<file path="config.mk">
export PLATFORM = sky130hd
export DESIGN_NAME = alu_seq
export DESIGN_NICKNAME = d
export VERILOG_FILES = /design/src/rtl/alu_seq.sv
export SDC_FILE = /design/constraint.sdc
export NUM_CORES = 1
export LEC_CHECK = 0
export BUFFER_PORTS_ARGS = -buffer_cell sky130_fd_sc_hd__buf_2
export CAP_MARGIN = 15
export CORE_ASPECT_RATIO = 1.75
export CORE_MARGIN = 2
export CORE_UTILIZATION = 30
export CTS_CLUSTER_SIZE = 10
export DETAILED_ROUTE_END_ITERATION = 10
export GPL_TIMING_DRIVEN = 0
export PLACE_DENSITY = 0.56
export SYNTH_ARGS = -nofsm -noshare
export SYNTH_HDL_FRONTEND = slang
export SYNTH_SLANG_ARGS = --single-unit
</file>
<file path="constraint.sdc">
create_clock -name clk -period 4.7 [get_ports clk]
set_input_delay 0.705 -clock clk [delete_from_list [all_inputs] [get_ports clk]]
set_output_delay 0.705 -clock clk [all_outputs]
set_load 0.01 [all_outputs]
</file>
<file path="src/rtl/alu_seq.sv">
// Sequential ALU: single-cycle logic/arith/shift ops plus a WIDTH-cycle shift-add multiplier.
// State | meaning:  S_IDLE  ready for a request  |  S_MUL  multiply iterating  |  S_DONE  result valid
module alu_seq #(
    parameter int WIDTH = 16
) (
    input  logic             clk,
    input  logic             reset_n,
    input  logic             in_valid,
    output logic             in_ready,
    input  logic [7:0]       opcode,
    input  logic [WIDTH-1:0] r1,
    input  logic [WIDTH-1:0] r2,
    output logic [WIDTH-1:0] rout,
    output logic             out_valid,
    output logic [4:0]       flags,
    output logic             op_err
);
    localparam logic [7:0] OP_AND  = 8'h01;
    localparam logic [7:0] OP_OR   = 8'h02;
    localparam logic [7:0] OP_XOR  = 8'h03;
    localparam logic [7:0] OP_NOT  = 8'h04;
    localparam logic [7:0] OP_ADD  = 8'h05;
    localparam logic [7:0] OP_ADDU = 8'h06;
    localparam logic [7:0] OP_ADDC = 8'h07;
    localparam logic [7:0] OP_RSH  = 8'h08;
    localparam logic [7:0] OP_SUB  = 8'h09;
    localparam logic [7:0] OP_CMP  = 8'h0B;
    localparam logic [7:0] OP_ALSH = 8'h0C;
    localparam logic [7:0] OP_MUL  = 8'h0E;
    localparam logic [7:0] OP_ARSH = 8'h0F;
    localparam logic [7:0] OP_LSH  = 8'h84;

    localparam int FN = 4, FZ = 3, FF = 2, FL = 1, FC = 0;
    localparam int MSB = WIDTH - 1;
    localparam int CW = $clog2(WIDTH);
    localparam logic [WIDTH-1:0] WVAL = WIDTH'(WIDTH);

    typedef enum logic [1:0] {S_IDLE, S_MUL, S_DONE} state_t;
    state_t state, state_nxt;

    logic [2*WIDTH-1:0] mcand, acc, prod_nxt;
    logic [WIDTH-1:0]   mplier;
    logic [CW-1:0]      cnt;

    logic               accept, is_mul, mul_last, unk;
    logic [WIDTH-1:0]   res;
    logic [4:0]         flg;
    logic [WIDTH:0]     sum;

    assign in_ready = (state == S_IDLE);
    assign accept   = in_valid & in_ready;
    assign is_mul   = (opcode == OP_MUL);
    assign mul_last = (state == S_MUL) && (cnt == '0);
    assign prod_nxt = acc + (mplier[0] ? mcand : '0);

    always_ff @(posedge clk or negedge reset_n) begin
        if (!reset_n) state <= S_IDLE;
        else          state <= state_nxt;
    end

    always_comb begin
        state_nxt = state;
        case (state)
            S_IDLE:  if (accept) state_nxt = is_mul ? S_MUL : S_DONE;
            S_MUL:   if (mul_last) state_nxt = S_DONE;
            S_DONE:  state_nxt = S_IDLE;
            default: state_nxt = S_IDLE;
        endcase
    end

    // Single-cycle result; unknown opcodes and MUL leave rout/flags as they are here.
    always_comb begin
        res = rout;
        flg = flags;
        unk = 1'b0;
        sum = '0;
        case (opcode)
            OP_AND:  res = r1 & r2;
            OP_OR:   res = r1 | r2;
            OP_XOR:  res = r1 ^ r2;
            OP_NOT:  res = ~r1;
            OP_ADD, OP_ADDU, OP_ADDC: begin
                sum = {1'b0, r1} + {1'b0, r2}
                    + {{WIDTH{1'b0}}, (opcode == OP_ADDC) ? flags[FC] : 1'b0};
                res = sum[MSB:0];
                flg[FC] = sum[WIDTH];
                if (opcode != OP_ADDU)
                    flg[FF] = (r1[MSB] == r2[MSB]) && (sum[MSB] != r1[MSB]);
            end
            OP_SUB: begin
                sum = {1'b0, r1} + {1'b0, ~r2} + {{WIDTH{1'b0}}, 1'b1};
                res = sum[MSB:0];
                flg[FC] = sum[WIDTH];
                flg[FF] = (r1[MSB] != r2[MSB]) && (sum[MSB] != r1[MSB]);
            end
            OP_CMP: begin
                flg[FZ] = (r1 == r2);
                flg[FL] = (r1 < r2);
                flg[FN] = ($signed(r1) < $signed(r2));
            end
            OP_LSH, OP_ALSH: res = (r1 >= WVAL) ? '0 : (r2 << r1);
            OP_RSH:          res = (r1 >= WVAL) ? '0 : (r2 >> r1);
            OP_ARSH:         res = (r1 >= WVAL) ? {WIDTH{r2[MSB]}} : WIDTH'($signed(r2) >>> r1);
            OP_MUL:  ;
            default: unk = 1'b1;
        endcase
        if (!unk && opcode != OP_CMP && opcode != OP_MUL) begin
            flg[FZ] = (res == '0);
            flg[FN] = res[MSB];
        end
    end

    // Multiplier: operands latched at accept so later input changes cannot disturb it.
    always_ff @(posedge clk or negedge reset_n) begin
        if (!reset_n) begin
            mcand  <= '0;
            mplier <= '0;
            acc    <= '0;
            cnt    <= '0;
        end else if (accept && is_mul) begin
            mcand  <= {{WIDTH{1'b0}}, r1};
            mplier <= r2;
            acc    <= '0;
            cnt    <= CW'(WIDTH - 1);
        end else if (state == S_MUL) begin
            acc    <= prod_nxt;
            mcand  <= mcand << 1;
            mplier <= mplier >> 1;
            cnt    <= cnt - 1'b1;
        end
    end

    always_ff @(posedge clk or negedge reset_n) begin
        if (!reset_n) begin
            rout      <= '0;
            flags     <= '0;
            out_valid <= 1'b0;
            op_err    <= 1'b0;
        end else begin
            out_valid <= 1'b0;
            op_err    <= 1'b0;
            if (accept && !is_mul) begin
                rout      <= res;
                flags     <= flg;
                out_valid <= 1'b1;
                op_err    <= unk;
            end else if (mul_last) begin
                rout      <= prod_nxt[MSB:0];
                flags[FC] <= |prod_nxt[2*WIDTH-1:WIDTH];
                flags[FZ] <= (prod_nxt[MSB:0] == '0);
                flags[FN] <= prod_nxt[MSB];
                out_valid <= 1'b1;
            end
        end
    end
endmodule

</file>
# --- Yosys cells after proc, flatten, opt, wreduce, memory -nomap -nowiden ---
# Index checks and enable logic that the tools add are counted.
classes:
  add_sub_neg: 6
  order_cmp: 3
  eq_ne: 28
  n_shift: 3
  muxes: 33
  bitwise_logic: 6
  n_reduce_logical: 24
op_table:
  columns: ["operator", "n"]
  rows:
  - ["32-bit 2-to-1 mux", 5]
  - ["16-bit case mux with 9 select lines", 1]
  - ["16-bit 2-to-1 mux", 7]
  - ["8-bit by 4-bit == test with 1-bit output (second input constant)", 6]
  - ["16-bit by 16-bit adder with 17-bit output", 2]
  - ["32-bit adder", 1]
  - ["8-bit by 3-bit == test with 1-bit output (second input constant)", 4]
  - ["16-bit zero test", 2]
  - ["16-bit less-than comparator", 2]
  - ["16-bit inverter", 2]
  - ["17-bit by 1-bit adder with 17-bit output", 1]
  - ["17-bit by 1-bit adder with 17-bit output (second input constant)", 1]
  - ["16-bit AND", 1]
  - ["16-bit == test", 1]
  - ["8-bit by 2-bit == test with 1-bit output (second input constant)", 2]
  - ["16-bit by 5-bit >= comparator with 1-bit output (second input constant)", 1]
  - ["8-bit by 4-bit != test with 1-bit output (second input constant)", 2]
  - ["16-bit bitwise OR", 1]
  - ["16-bit OR reduction", 1]
  - ["16-bit by 16-bit left shift with 16-bit output", 1]
  - ["16-bit by 16-bit right shift with 16-bit output", 1]
  - ["16-bit by 16-bit >>> shifter with 16-bit output", 1]
  - ["16-bit bitwise XOR", 1]
  - ["2-bit 2-to-1 mux", 7]
  - ["26 further kinds", 49]
totals:
  register_bits: 109
  input_bits: 43
  wordCells: 115

# --- Longest topological paths before layout ---
depth:
  ltp_word: 7
  depth_mapped: 17

# --- Worst setup path before layout ---
# OpenSTA, ideal clock, no wires.
synth_timing:
  path_kind: "input to register"
  from: "input port opcode[5]"
  to: "register flags[0]"
  arrival_time_ns: 4.155
  t_required_ns: 4.622
  path_slack_ns: 0.468
  cell_stages: 16
  path_cell_list: "or4_1 -> clkbuf_1 -> nor2_1 -> nand3_1 -> fa_1 -> fa_1 -> nor2b_1 -> o31ai_1 -> a211o_1 -> a311oi_1 -> a2111oi_0 -> a2111oi_0 -> nor4_1 -> nand4_1 -> nor4b_1 -> a21boi_1"
synth_between:
  elab_chain_len: 5
synth_lines:
  columns: ["element", "line", "source"]
  rows:
  - ["start: declaration", "10", "input logic [7:0] opcode,"]
  - ["8-bit by 3-bit == test with 1-bit output or 8-bit by 4-bit == test with 1-bit output (tied branches)", "77, 84, 52", null]
  - ["1-bit 2-to-1 mux or 1-bit zero test (tied branches)", "84, 142", null]
  - ["17-bit by 1-bit adder with 17-bit output or 1-bit logical AND (tied branches)", "84, 142", null]
  - ["1-bit case mux with 2 select lines (tied with other cells)", "77", "case (opcode)"]
  - ["1-bit 2-to-1 mux or 2-bit AND reduction (tied branches)", null, null]
  - ["end signal: assignment", "144", "flags <= flg;"]
  - ["end signal: indexed assignment", "149", "flags[FC] <= |prod_nxt[2*WIDTH-1:WIDTH];"]
  - ["end signal: indexed assignment", "150", "flags[FZ] <= (prod_nxt[MSB:0] == '0);"]
  - ["end: declaration", "15", "output logic [4:0] flags,"]
# Parallel ways exist; a longest one is shown, timed or not.
# A chain may end at the register's enable or synchronous reset.

# --- Worst setup path in the final report ---
layout_timing:
  from: "input port r1[3]"
  to: "register rout[13]"
layout_between:
  elab_chain_len: 4
layout_lines:
  columns: ["element", "line", "source"]
  rows:
  - ["start: declaration", "11", "input logic [WIDTH-1:0] r1,"]
  - ["16-bit by 16-bit adder with 17-bit output (tied with other cells)", "91", "sum = {1'b0, r1} + {1'b0, ~r2} + {{WIDTH{1'b0}}, 1'b1};"]
  - ["17-bit by 1-bit adder with 17-bit output (tied with other cells)", "91", null]
  - ["16-bit case mux with 9 select lines (*)", "77", null]
  - ["16-bit 2-to-1 mux (*)", "142", "if (accept && !is_mul) begin"]
  - ["end signal: assignment", "143", "rout <= res;"]
  - ["end signal: assignment", "148", "rout <= prod_nxt[MSB:0];"]
  - ["end: declaration", "13", "output logic [WIDTH-1:0] rout,"]
# Mark *: on every way between the ends. The rest lies on a longest branch, timed or not.

==> flow_summary.ini <==
[detailed_routing]
drtPass1Iterations = 6
postRouteWirelength_um = 54500
avgRoutedWirePerCell_um = 27.3
vias = 12337
ant_nets = 0
drc = 0
drtIter0Drc = 1075
via_per_inst = 6.17

[worst_setup_path]
crit_type = in2reg
cp.arrival_ns = 4.83
start_kind = input pin
required_ns = 4.96
endpoint_kind = flip-flop
r2r_setup_slack_ns = 0.47
worst-path-max-fanout = 11

[global_route]
grt_first_pass_wirelength_um = 80300
grt_pass1_vias = 12579
overflow = 0
grt_usage = 0.278
antenna_found_initial = 0
grt_max_degree = 92

[yosys]
ys_ff_latch = 109
synthAdderAreaFrac = 0.0969
synth_area_um2 = 11300
netlist.area_leader.share = 0.242
syn-mean-instance-area_um2 = 7.84
synthDistinctLibCells = 92
synth_xor_area_frac = 0.0287
synth_top_family_by_area = compound AO/OA/AOI/OAI gates
synth_enable_flop_cells = 0
synth_nets = 1568
synth-main-ff-cell = dfrtp_1
ys_seq_area_frac = 0.242
syn_inst = 1440
yosys.area.top_type = dfrtp_1
synth_simple_gate_area_frac = 0.242
async_flop_share = 1.00
synthMuxAreaShare = 0.0605
yosysWarnings = 0
ys_top_cells_by_area = dfrtp_1 (24%), ha_1 (9.0%), nand2_1 (6.1%)
synth_compound_area_frac = 0.278

[power]
ir_drop_v = 0.000167
p_leak_nw = 5.25
p_per_area_nw_per_um2 = 232
total_power_mw = 2.93

[sta]
holdWs_ns = 0.156
hold_viol_final = 0
rsz0062_at_grt = false
relSlewSlack = 0.163
fin_skew_ns = 0.0138
fin_crit_sh = 0.971
tns_ns = 0
fin_crit_ns = 4.56
maxSlewViolCount = 0
setup_violations = 0
fin_ws_ns = 0.138
tightestPinTransition_ns = 1.25
clock.fmax_mhz = 219

[clocking]
cts_num_sinks = 109
cts_tree = built
clock_latency_ns = 0.37
cts_max_level = 3
hold_buffers = 0
cts_made_buffers = 9
clk_pin_slew_worst_paths_ns = 0.08
root_buffer = clkbuf_16
clk_path_buf_depth = 2

[die]
coreArea_um2 = 37400
start_util = 0.302
rows = 94
die_h_um = 261
design.die.area_um2 = 39300
fp.dieW_um = 151
io_pins = 67

[finish]
drive_gt1_frac = 0.103
areaGrowthSynthToFinish_pct = 11.9
utilization = 0.338
fin_area_um2 = 12600
final-instance-count-excl-fill = 2000
final_cell_mix = nand2_1 (184), dfrtp_1 (109), nor2_1 (106)
n_antenna_cell = 0
final_nets = 1643
layout_commonest_cell = nand2_1

[run]
drv_cap = 0

[placement]
dpl_worst_slack_ns = -0.850
dpl.hpwl_um = 43600
placed_area_um2 = 12300
gp_congestion = 1.02
port_buffers = 66
dp.cells = 1989

[outcome]
status = finished clean

[hold_path]
hold_path_class = in2async
==> timing repair <==
action / 4_1_cts / 5_1_grt
resized for setup: 8 / 13
pin swaps: 1 / 1
buffers inserted: 0 / 1
gates cloned: 0 / 0
setup endpoints to repair: 4 / 4
==> logic make-up (layout without fill, tap and decap cells) <==
kind of cell             Yosys count  count (layout)
AO/OA/AOI/OAI                    453             453
XOR/XNOR                          37              37
AND/OR/NAND/NOR                  554             554
buffers and inverters            155             235
flip-flops                       109             109
adder cells (fa/ha/maj)           85              85
multiplexers                      47              47
==> report_power, final <==
group          internal (mW)  total, mW  switching, mW
sequential              1.02       1.10         0.0811
clock                  0.394      0.780          0.386
combinational          0.369       1.06          0.686
==> registers in the layout (all words and copies together) (netlist names) <==
signal     cells
acc           32
mcand         32
mplier        16
rout          16
flags          5
cnt            4
state          2
op_err         1
out_valid      1
==> final cells by class <==
cell class | instances | area (um2)
buffer | 90 | 357
tap | 480 | 601
sequential | 109 | 2730
multi-input combinational | 1176 | 8050
fill | 3998 | 24800
inverter | 59 | 225
timing repair buffer | 70 | 382
clock buffer | 11 | 253
clock inverter | 5 | 41.3
==> synthesized netlist by cell type, types with 10 or more instances <==
cell      number
xor2_1        16
xnor2_1       21
o31ai_1       13
a21o_1        12
o221ai_1      10
a21oi_1       78
mux2i_1       21
o21a_1        14
nand4_1       14
nor2_1       106
o22ai_1       14
dfrtp_1      109
mux2_2        10
nand3_1       56
mux4_2        16
nand2_1      184
nor3_1        42
a211oi_1      24
nor2b_1       18
clkbuf_1      80
ha_1          81
nand2b_1      17
inv_1         56
a22oi_1       47
o211ai_1      17
and2_1        39
o21ai_0       94
a31oi_1       15
nor4_1        14
==> per-layer routing <==
layer | global-route usage | vias up | share of wire
li1 | - | 5523 | -
met5 | 0 | - | 0
met2 | 0.513 | 567 | 0.52
met3 | 0.0372 | 250 | 0.051
met4 | 0.243 | 0 | 0.11
met1 | 0.263 | 5997 | 0.32
==> worst paths after layout <==
kind                                              from                      to  cells past startpoint
worst min-delay path                           reset_n    flags[1]$_DFFE_PN0P_                      1
worst max-delay path                             r1[3]    rout[13]$_DFFE_PN0P_                     14
min in group clk                mplier[12]$_DFFE_PN0P_  mplier[12]$_DFFE_PN0P_                      2
worst min register to register  mplier[12]$_DFFE_PN0P_  mplier[12]$_DFFE_PN0P_                      2
worst max register to register   mplier[0]$_DFFE_PN0P_    flags[0]$_DFFE_PN0P_                     13
max in group asynchronous                      reset_n  mplier[12]$_DFFE_PN0P_                      2
==> worst max-delay path: stages <==
cell and delay [ns]:
buf_2 0.23, inv_1 0.26, clkbuf_1 0.56, ha_1 0.44, o21a_1 0.15, o31a_1 0.13, o21ai_0 0.57, a21oi_1 0.17
o41ai_1 0.53, o21ai_0 0.27, xor2_1 0.20, nand2_1 0.09, a41oi_1 0.17, a221o_1 0.33
(Power assumes the default switching activity.)
